--- config.mk ---
export PLATFORM = sky130hd
export DESIGN_NAME = decode_queue
export DESIGN_NICKNAME = d
export VERILOG_FILES = /design/src/rtl/decode_queue.sv
export SDC_FILE = /design/constraint.sdc
export NUM_CORES = 1
export LEC_CHECK = 0
export BUFFER_PORTS_ARGS = -buffer_cell sky130_fd_sc_hd__buf_2
export CAP_MARGIN = 20
export CORE_UTILIZATION = 55
export DETAILED_ROUTE_END_ITERATION = 8
export PLACE_DENSITY = 0.89
export SLEW_MARGIN = 0
export SYNTH_ARGS = -nofsm -noshare
export SYNTH_HDL_FRONTEND = slang
export SYNTH_SLANG_ARGS = --single-unit
export TNS_END_PERCENT = 1
--- constraint.sdc ---
create_clock -name clk -period 4.7 [get_ports clk]
set_input_delay 0.94 -clock clk [delete_from_list [all_inputs] [get_ports clk]]
set_output_delay 0.94 -clock clk [all_outputs]
set_load 0.1 [all_outputs]
--- src/rtl/decode_queue.sv ---
// decode_queue: decodes up to WIDTH fetched MIPS-subset instructions per cycle
// and enqueues the decoded entries into a DEPTH-entry in-order FIFO that
// dispatch drains from the head, 0..WIDTH entries per cycle.
//
// Ports:
//   clk, rst_n        clock, asynchronous active-low reset
//   in_valid          per-lane instruction valid
//   in_instr          lane i at [32i+31:32i]
//   in_branch_tag     per-lane branch tag (TAG_W bits each)
//   in_macro_start    per-lane macro-op start flag
//   in_macro_end      per-lane macro-op end flag
//   in_ready          bundle accepted when in_valid!=0 && in_ready
//   flush             discard all queued entries and this cycle's bundle
//   out_entry         slot i = i-th oldest entry, (52+TAG_W) bits per slot,
//                     MSB->LSB: operation[6] alu_fn[6] rs_station[3] reg1[5]
//                     reg2[5] target[5] imm[16] has_reg1 has_reg2 has_target
//                     is_noop branch_tag[TAG_W] macro_start macro_end
//   out_valid         out_valid[i] = (count > i)
//   out_pop           number of head entries consumed this cycle
//   occupancy         current entry count
module decode_queue #(
  parameter int WIDTH     = 2,
  parameter int DEPTH     = 8,
  parameter int TAG_W     = 4,
  parameter int DROP_NOOP = 1
) (
  input  logic                             clk,
  input  logic                             rst_n,
  input  logic [WIDTH-1:0]                 in_valid,
  input  logic [32*WIDTH-1:0]              in_instr,
  input  logic [TAG_W*WIDTH-1:0]           in_branch_tag,
  input  logic [WIDTH-1:0]                 in_macro_start,
  input  logic [WIDTH-1:0]                 in_macro_end,
  output logic                             in_ready,
  input  logic                             flush,
  output logic [(52+TAG_W)*WIDTH-1:0]      out_entry,
  output logic [WIDTH-1:0]                 out_valid,
  input  logic [$clog2(WIDTH+1)-1:0]       out_pop,
  output logic [$clog2(DEPTH+1)-1:0]       occupancy
);

  localparam int EW       = 52 + TAG_W;
  localparam int PW       = $clog2(DEPTH);
  localparam int CW       = $clog2(DEPTH+1);
  localparam int KW       = $clog2(WIDTH+1);
  localparam int NOOP_BIT = TAG_W + 2;

  // Decode one instruction into the upper 50 bits of an entry
  // (operation .. is_noop). Unrecognised encodings produce all-zero fields,
  // which makes them no-ops through rs_station==0.
  function automatic logic [49:0] decode(input logic [31:0] ins);
    logic [5:0]  op;
    logic [5:0]  alu;
    logic [2:0]  rs;
    logic [4:0]  r1;
    logic [4:0]  r2;
    logic [4:0]  tg;
    logic [15:0] imm;
    logic        h1;
    logic        h2;
    logic        ht;
    logic        nop;
    op  = ins[31:26];
    alu = '0;
    rs  = '0;
    r1  = '0;
    r2  = '0;
    tg  = '0;
    imm = '0;
    h1  = 1'b0;
    h2  = 1'b0;
    ht  = 1'b0;
    case (ins[31:26])
      6'h09: begin rs = 3'd1; r1 = ins[25:21]; tg = ins[20:16]; imm = ins[15:0]; h1 = 1'b1; ht = 1'b1; end
      6'h0C: begin rs = 3'd1; alu = 6'd2; r1 = ins[25:21]; tg = ins[20:16]; imm = ins[15:0]; h1 = 1'b1; ht = 1'b1; end
      6'h04: begin rs = 3'd3; alu = 6'd3; r1 = ins[25:21]; r2 = ins[20:16]; imm = ins[15:0]; h1 = 1'b1; h2 = 1'b1; end
      6'h23: begin rs = 3'd4; r1 = ins[25:21]; tg = ins[20:16]; imm = ins[15:0]; h1 = 1'b1; ht = 1'b1; end
      6'h2B: begin rs = 3'd4; alu = 6'd1; r1 = ins[25:21]; r2 = ins[20:16]; imm = ins[15:0]; h1 = 1'b1; h2 = 1'b1; end
      6'h0F: begin rs = 3'd3; tg = ins[20:16]; imm = ins[15:0]; ht = 1'b1; end
      6'h00: begin
        case (ins[5:0])
          6'h21: begin rs = 3'd1; r1 = ins[25:21]; r2 = ins[20:16]; tg = ins[15:11]; h1 = 1'b1; h2 = 1'b1; ht = 1'b1; end
          6'h24: begin rs = 3'd1; alu = 6'd1; r1 = ins[25:21]; r2 = ins[20:16]; tg = ins[15:11]; h1 = 1'b1; h2 = 1'b1; ht = 1'b1; end
          6'h1A: begin rs = 3'd2; r1 = ins[25:21]; r2 = ins[20:16]; h1 = 1'b1; h2 = 1'b1; end
          6'h10: begin rs = 3'd2; alu = 6'd1; tg = ins[15:11]; ht = 1'b1; end
          6'h12: begin rs = 3'd2; alu = 6'd2; tg = ins[15:11]; ht = 1'b1; end
          default: ;
        endcase
      end
      default: ;
    endcase
    // Unknown encodings carry no opcode either.
    if (rs == 3'd0) op = '0;
    nop = (rs == 3'd0) || (ht && (tg == 5'd0));
    return {op, alu, rs, r1, r2, tg, imm, h1, h2, ht, nop};
  endfunction

  logic [EW-1:0] r_mem [DEPTH];
  logic [PW-1:0] r_head;
  logic [PW-1:0] r_tail;
  logic [CW-1:0] r_count;

  logic [EW-1:0] w_dec  [WIDTH];
  logic [KW-1:0] w_off  [WIDTH];
  logic [WIDTH-1:0] w_keep;
  logic [KW-1:0] w_k;
  logic          w_ready;
  logic          w_accept;
  logic [CW-1:0] w_pop;

  // Decode every lane and compact the surviving lanes: w_off[i] is lane i's
  // position among the kept lanes, w_k the number kept.
  always_comb begin
    w_k    = '0;
    w_keep = '0;
    for (int i = 0; i < WIDTH; i++) begin
      w_dec[i]  = {decode(in_instr[32*i +: 32]), in_branch_tag[TAG_W*i +: TAG_W],
                   in_macro_start[i], in_macro_end[i]};
      w_off[i]  = w_k;
      w_keep[i] = in_valid[i] && !((DROP_NOOP != 0) && w_dec[i][NOOP_BIT]);
      if (w_keep[i]) w_k = w_k + KW'(1);
    end
  end

  // Free space is judged on the registered count; pops this cycle do not help.
  assign w_ready  = !flush && ((CW'(DEPTH) - r_count) >= CW'(WIDTH));
  assign w_accept = w_ready && (in_valid != '0);
  // Over-popping is a protocol error; clamp so the count never underflows.
  assign w_pop    = (CW'(out_pop) > r_count) ? r_count : CW'(out_pop);

  // Stage boundary: FIFO storage write (data, not reset)
  always_ff @(posedge clk) begin
    if (w_accept) begin
      for (int i = 0; i < WIDTH; i++) begin
        if (w_keep[i]) r_mem[r_tail + PW'(w_off[i])] <= w_dec[i];
      end
    end
  end

  // Stage boundary: pointer / count update
  always_ff @(posedge clk or negedge rst_n) begin
    if (!rst_n) begin
      r_head  <= '0;
      r_tail  <= '0;
      r_count <= '0;
    end else if (flush) begin
      r_head  <= '0;
      r_tail  <= '0;
      r_count <= '0;
    end else begin
      r_head  <= r_head + PW'(w_pop);
      r_tail  <= r_tail + (w_accept ? PW'(w_k) : PW'(0));
      r_count <= r_count + (w_accept ? CW'(w_k) : CW'(0)) - w_pop;
    end
  end

  // Head window; slots beyond the count read as zero so reset shows all-zero.
  always_comb begin
    out_entry = '0;
    out_valid = '0;
    for (int i = 0; i < WIDTH; i++) begin
      out_valid[i] = (r_count > CW'(i));
      if (out_valid[i]) out_entry[EW*i +: EW] = r_mem[r_head + PW'(i)];
    end
  end

  assign in_ready  = w_ready;
  assign occupancy = r_count;

endmodule

### Word level (Yosys, flattened, before mapping)

Memory sizes are Yosys's and may differ from the RTL's.
Index checks and enable logic that the tools add are counted.
W data, S select, Z words.

| cells by class | value |
|---|---|
| multiplexer cells | 50 |
| div/mod/pow operators | 0 |
| order comparisons | 4 |
| equality and inequality tests | 22 |
| add/sub/neg operators | 8 |
| shifts and indexed selects | 0 |
| multipliers | 0 |
| bitwise logic cells | 0 |
| reduce and logical (&&, ||, !) cells | 42 |

Operators by type and width:

| kind | count |
|---|---|
| $mux W56 | 2 |
| $pmux W5 S2 | 6 |
| $eq A6 B6 Y1 const B | 8 |
| $eq A6 B4 Y1 const B | 6 |
| $eq A6 B5 Y1 const B | 6 |
| $mux W16 | 2 |
| $mux W5 | 6 |
| $pmux W3 S4 | 2 |
| $reduce_or A2 Y1 | 12 |
| $pmux W2 S2 | 4 |
| $pmux W2 S4 | 2 |
| $reduce_or A4 Y1 | 4 |
| $eq A6 B3 Y1 const B | 2 |
| $logic_not A6 Y1 | 2 |
| $mux W6 | 2 |
| $pmux W1 S2 | 6 |
| $reduce_or A3 Y1 | 4 |
| $reduce_or A6 Y1 | 2 |
| $mux W1 | 11 |
| $logic_not A5 Y1 | 2 |
| $reduce_or A5 Y1 | 2 |
| $gt A4 B1 Y1 const B | 2 |
| $mux W4 | 2 |
| $add A3 B2 Y3 | 2 |
| 15 further kinds | 27 |

| word-level totals | value |
|---|---|
| bits in latches | 0 |
| flip-flop bits (word level) | 10 |
| output and inout port bits | 119 |
| input port bits | 83 |
| memories | 1 |
| bits in writable memories | 416 |
| word-level logic and storage cells | 130 |
| bits in read-only memories | 0 |

Memory list:

| name | words | bits a word | rd ports | clocked after memory_dff | write ports | line | RTL |
|---|---|---|---|---|---|---|---|
| r_mem | 8 | 52 | 2 | 0 | 2 | 98 | `logic [EW-1:0] r_mem [DEPTH];` |

### Logic depth before layout (Yosys ltp)

| logic depth | value |
|---|---|
| word-level depth | 16 |
| depth in mapped cells | 16 |
| mapped depth without buffers | 15 |

### Least setup slack after synthesis

OpenSTA, ideal clock, no wires.

| timing | value |
|---|---|
| path type | input port to flip-flop |
| start point | input port in_instr[29] |
| end point | register, netlist name r_mem[5][0] |
| buffers on the path | 3 |
| cell stages on the path | 14 |
| setup time | 0.473 ns |
| arrival time | 5.697 ns |
| setup slack | -1.469 ns |
| required time | 4.227 ns |
| cell sequence | clkbuf_1 -> or3_1 -> nor4_1 -> o21a_1 -> o21ai_0 -> a31oi_1 -> and2_1 -> ha_1 -> ha_1 -> or4_1 -> nor3_1 -> buf_2 -> buf_2 -> o21bai_1 |

RTL lines:

| element | line | RTL |
|---|---|---|
| start, declared | 30 | `input logic [32*WIDTH-1:0] in_instr,` |

### Worst setup path in the final report

| timing | value |
|---|---|
| start point | register r_count[0] (netlist: occupancy[0]) |
| end point | output port out_entry[65] |

| between the ends | value |
|---|---|
| word-level cells in the longest chain between the ends | 2 |

Ends and longest elaborated chain:

| element | line | RTL |
|---|---|---|
| start, declared | 101 | `logic [CW-1:0] r_count;` |
| start signal, assigned | 153 | `r_count <= r_count + (w_accept ? CW'(w_k) : CW'(0)) - w_pop;` |
| $gt A4 B1 Y1 | 162 | `out_valid[i] = (r_count > CW'(i));` |
| $mux W56 | 163 | `if (out_valid[i]) out_entry[EW*i +: EW] = r_mem[r_head + PW'(i)];` |
| end, declared | 36 | `output logic [(52+TAG_W)*WIDTH-1:0] out_entry,` |

Every way passes these cells.

==> out/qor.csv <==
stage;metric;value;unit
status;status;finished, final reports clean;
setup_path;RR Startpoint;occupancy[0]$_DFF_PN0_;
yosys;Synth area leader;edfxtp_1;
yosys;Mapped Avg Cell Area;14.43;um^2
yosys;main flop type after synthesis;edfxtp_1;
setup_path;register-to-register setup slack;1570;ps
yosys;post-synth top area share;48.27;%
global_route;gr ovfl total;0;
sta;Clock Skews;13.54;ps
routing;Routed Wire Length;77.68;mm
global_route;met1 Usage GRT;40.54;%
yosys;area share of fa/ha/maj cells after synthesis;1.151;%
floorplan;chip height;218.9;um
clock_tree;worst skew pair latency;590;ps
setup_path;Cell Chain, Critical Path;inv_1 -> ha_1 -> nand2b_1 -> a22o_2 -> buf_4 -> a21oi_1 -> buf_2;
setup_path;critical path capture point;out_entry[65];
routing;DRT iter0 DRCs;2276;
cells_and_area;share of cells above drive strength 1;32.65;%
yosys;area of the mapped netlist;25880;um^2
clock_tree;clk slew on worst S/H paths;60;ps
clock_tree;maximum root-to-sink buffer count;3;
setup_path;Critical Path Start;occupancy[0]$_DFF_PN0_;
yosys;Yosys cell types;57;
yosys;main combinational cell family by area after synthesis;multiplexers;
placement;placed cells;2560;
setup_path;Crit. End Element;output pin;
yosys;post-synthesis simple-gate area fraction;6.377;%
routing;mean routed wirelength per cell;29.40;um
setup_path;Worst path max stage delay;510;ps
clock_tree;Resized cells post-CTS;0;
yosys;top-count cell post-synth;edfxtp_1;
clock_tree;Setup Fix Bufs, Post-CTS;0;
yosys;ys async rst share;2.347;%
cells_and_area;Layout Nets;2105;
global_route;largest net degree at the start of global routing;117;
global_route;initial antenna violation count;1;
cells_and_area;Final Core Density;64.29;%
global_route;first-pass GRT wire length;115.2;mm
clock_tree;clk sinks;426;
yosys;Post-synth EDFFs;416;
yosys;Synth Area in Compound Gates;3.031;%
clock_tree;H-tree depth;2;
yosys;Syn. warnings;0;
setup_path;reg2reg end;r_mem[5][41]$_DFFE_PP_;
clock_tree;CTS tree;yes;
setup_path;critical path startpoint category;register;
routing;Via density;6.965;
global_route;GR peak layer;met2;
sta;Pins Over Slew Limit;0;
sta;minimum clock period;4200;ps
routing;drt first pass iters;6;
sta;slew margin rel.;26.07;%
cells_and_area;Syn-to-layout area delta;15.41;%
floorplan;Initial Utilization;55.71;%
sta;Fin. Hold Viols;0;
setup_path;peak fanout along the critical path;53;
setup_path;worst-path cell with the longest stage delay;buf_2;
power;VDD IR-drop max;1.023;mV
routing;Post-DRT Antenna Nets;0;
floorplan;row cnt;79;
yosys;synth cell count leaders;edfxtp_1 (416), mux2i_1 (405), mux4_2 (208), nand2_1 (178), nor2_1 (89);
sta;Worst-Margin Slew;1095;ps
power;Leak Pwr;9.802;nW
setup_path;Crit Path Class;register to output pin;
sta;Max Freq;238.1;MHz
floorplan;width of the die;218.9;um
floorplan;die area;47930;um^2
routing;via count;18400;
floorplan;I/O pin cnt;202;
global_route;vias in the first global route;18930;
floorplan;core box area;46460;um^2
clock_tree;clock root cell;clkbuf_16;
worst_hold_path;Tightest Hold Check Type;primary input to asynchronous set/reset pin;
routing;DRC;0;
power;Power Dens Cells;688.0;nW/um^2
yosys;synth top area cells;edfxtp_1 (48%), mux4_2 (18%), mux2i_1 (16%);
setup_path;r2r worst-path depth;9;
sta;RSZ-0062 raised after global routing;no;
flow_run;max capacitance violation total;0;
yosys;multiplexer share of the synthesized area;36.32;%
clock_tree;cts hold-fix bufs;0;
yosys;post-synthesis sequential element count;426;
yosys;XOR/XNOR share of the synthesized area;0.5076;%
setup_path;CP required;3760;ps
placement;DPL Wire Length;49.45;mm
sta;period utilization;89.36;%
clock_tree;TritonCTS buffer count;45;
sta;final-report setup violation count;0;
sta;Hold WS;218.5;ps
global_route;GRT met3 Usage;7.110;%
setup_path;Worst EP arrival;3260;ps
cells_and_area;Non-Filler Instances;2642;
global_route;total track usage;32.69;%
placement;Buffers on Ports;193;
placement;RePlAce Congestion;0.9500;
yosys;Syn Inst Count;1793;
yosys;sequential-to-total area share from yosys stat;49.24;%
global_route;grt met2 use;53.29;%
## registers in the layout (all words and copies together) (netlist names)
| name | count |
|---|---|
| occupancy | 4 |
| r_mem | 416 |
| r_head | 3 |
| r_tail | 3 |
## cell type report
cell class	count	area (um^2)
multi-input cells	1206	12610
fillers	3244	16590
clock inverters	30	170.2
flip-flops and latches	426	12750
inverters	20	75.07
clock buffers	51	1191
diodes	1	2.502
repair buffers	301	2302
well taps	607	759.5
## logic make-up after synthesis
logic type	Yosys count
other cells	1
fa+ha+maj	22
buf+inv	176
compound gates	130
flops	426
simple gates	362
mux	661
xor+xnor	15
## critical path, delay by kind of cell (launching register included)
| family | cells | cell delay, ps |
|---|---|---|
| AO/OA/AOI/OAI | 2 | 690 |
| adder cells (fa/ha/maj) | 1 | 250 |
| buffers and inverters | 3 | 1050 |
| flip-flops | 1 | 480 |
| AND/OR/NAND/NOR | 1 | 160 |
## worst min path at each step
stage | to | depth (start not counted) | from | slack (ps)
finish | occupancy[2]$_DFF_PN0_ | 1 | rst_n | 220
global route | r_head[0]$_DFF_PN0_ | 1 | rst_n | 230
CTS | occupancy[2]$_DFF_PN0_ | 1 | rst_n | 210
detailed placement | r_tail[1]$_DFF_PN0_ | 3 | r_tail[1]$_DFF_PN0_ | 790
global placement | occupancy[0]$_DFF_PN0_ | 2 | occupancy[0]$_DFF_PN0_ | 750
floorplan | r_head[0]$_DFF_PN0_ | 2 | r_head[0]$_DFF_PN0_ | 610
## per-stage QoR
stage | power, mW | area [um^2] | setup TNS (ps) | worst slack, ps
floorplan | 14.80 | 26120 | -17740 | -94.84
global placement | 17.07 | 28500 | 0 | 166.9
detailed placement | 17.21 | 28500 | 0 | 39.70
CTS | 20.56 | 29860 | 0 | 540.2
global route | 21.16 | 29870 | 0 | 387.8
finish | 20.55 | 29870 | 0 | 500.0
## routing by layer
metal	routed length, um	part of all wire, %	vias to the layer above
li1	-	-	7474
met1	26230	34	9143
met2	37800	49	1480
met3	9342	12	304
met4	4314	5.6	0
met5	0	0	-
## placed cells by master, fill, tap and decap left out, types with 11 or more instances in the layout
master     synthesis  routed
buf_2             12     193
mux2_2            16      16
nand2_1          178     178
nor2_1            89      89
clkbuf_16          0      47
inv_1             20      20
edfxtp_1         416     416
mux2i_1          405     405
conb_1             1      16
buf_12             0      42
mux2_4            32      32
a21oi_1           65      64
ha_1              19      16
clkinv_1           0      16
or4_1             11      11
a22oi_1           11      11
buf_4             36      66
nor2b_1           12      11
mux4_2           208     208
o21ai_0           12      11
## power by group
group	switching (mW)	internal [mW]
clock network	1.51	1.87
logic	9.69	3.21
registers	0.0737	4.19
Note: power is estimated with default switching activity, not from simulation.
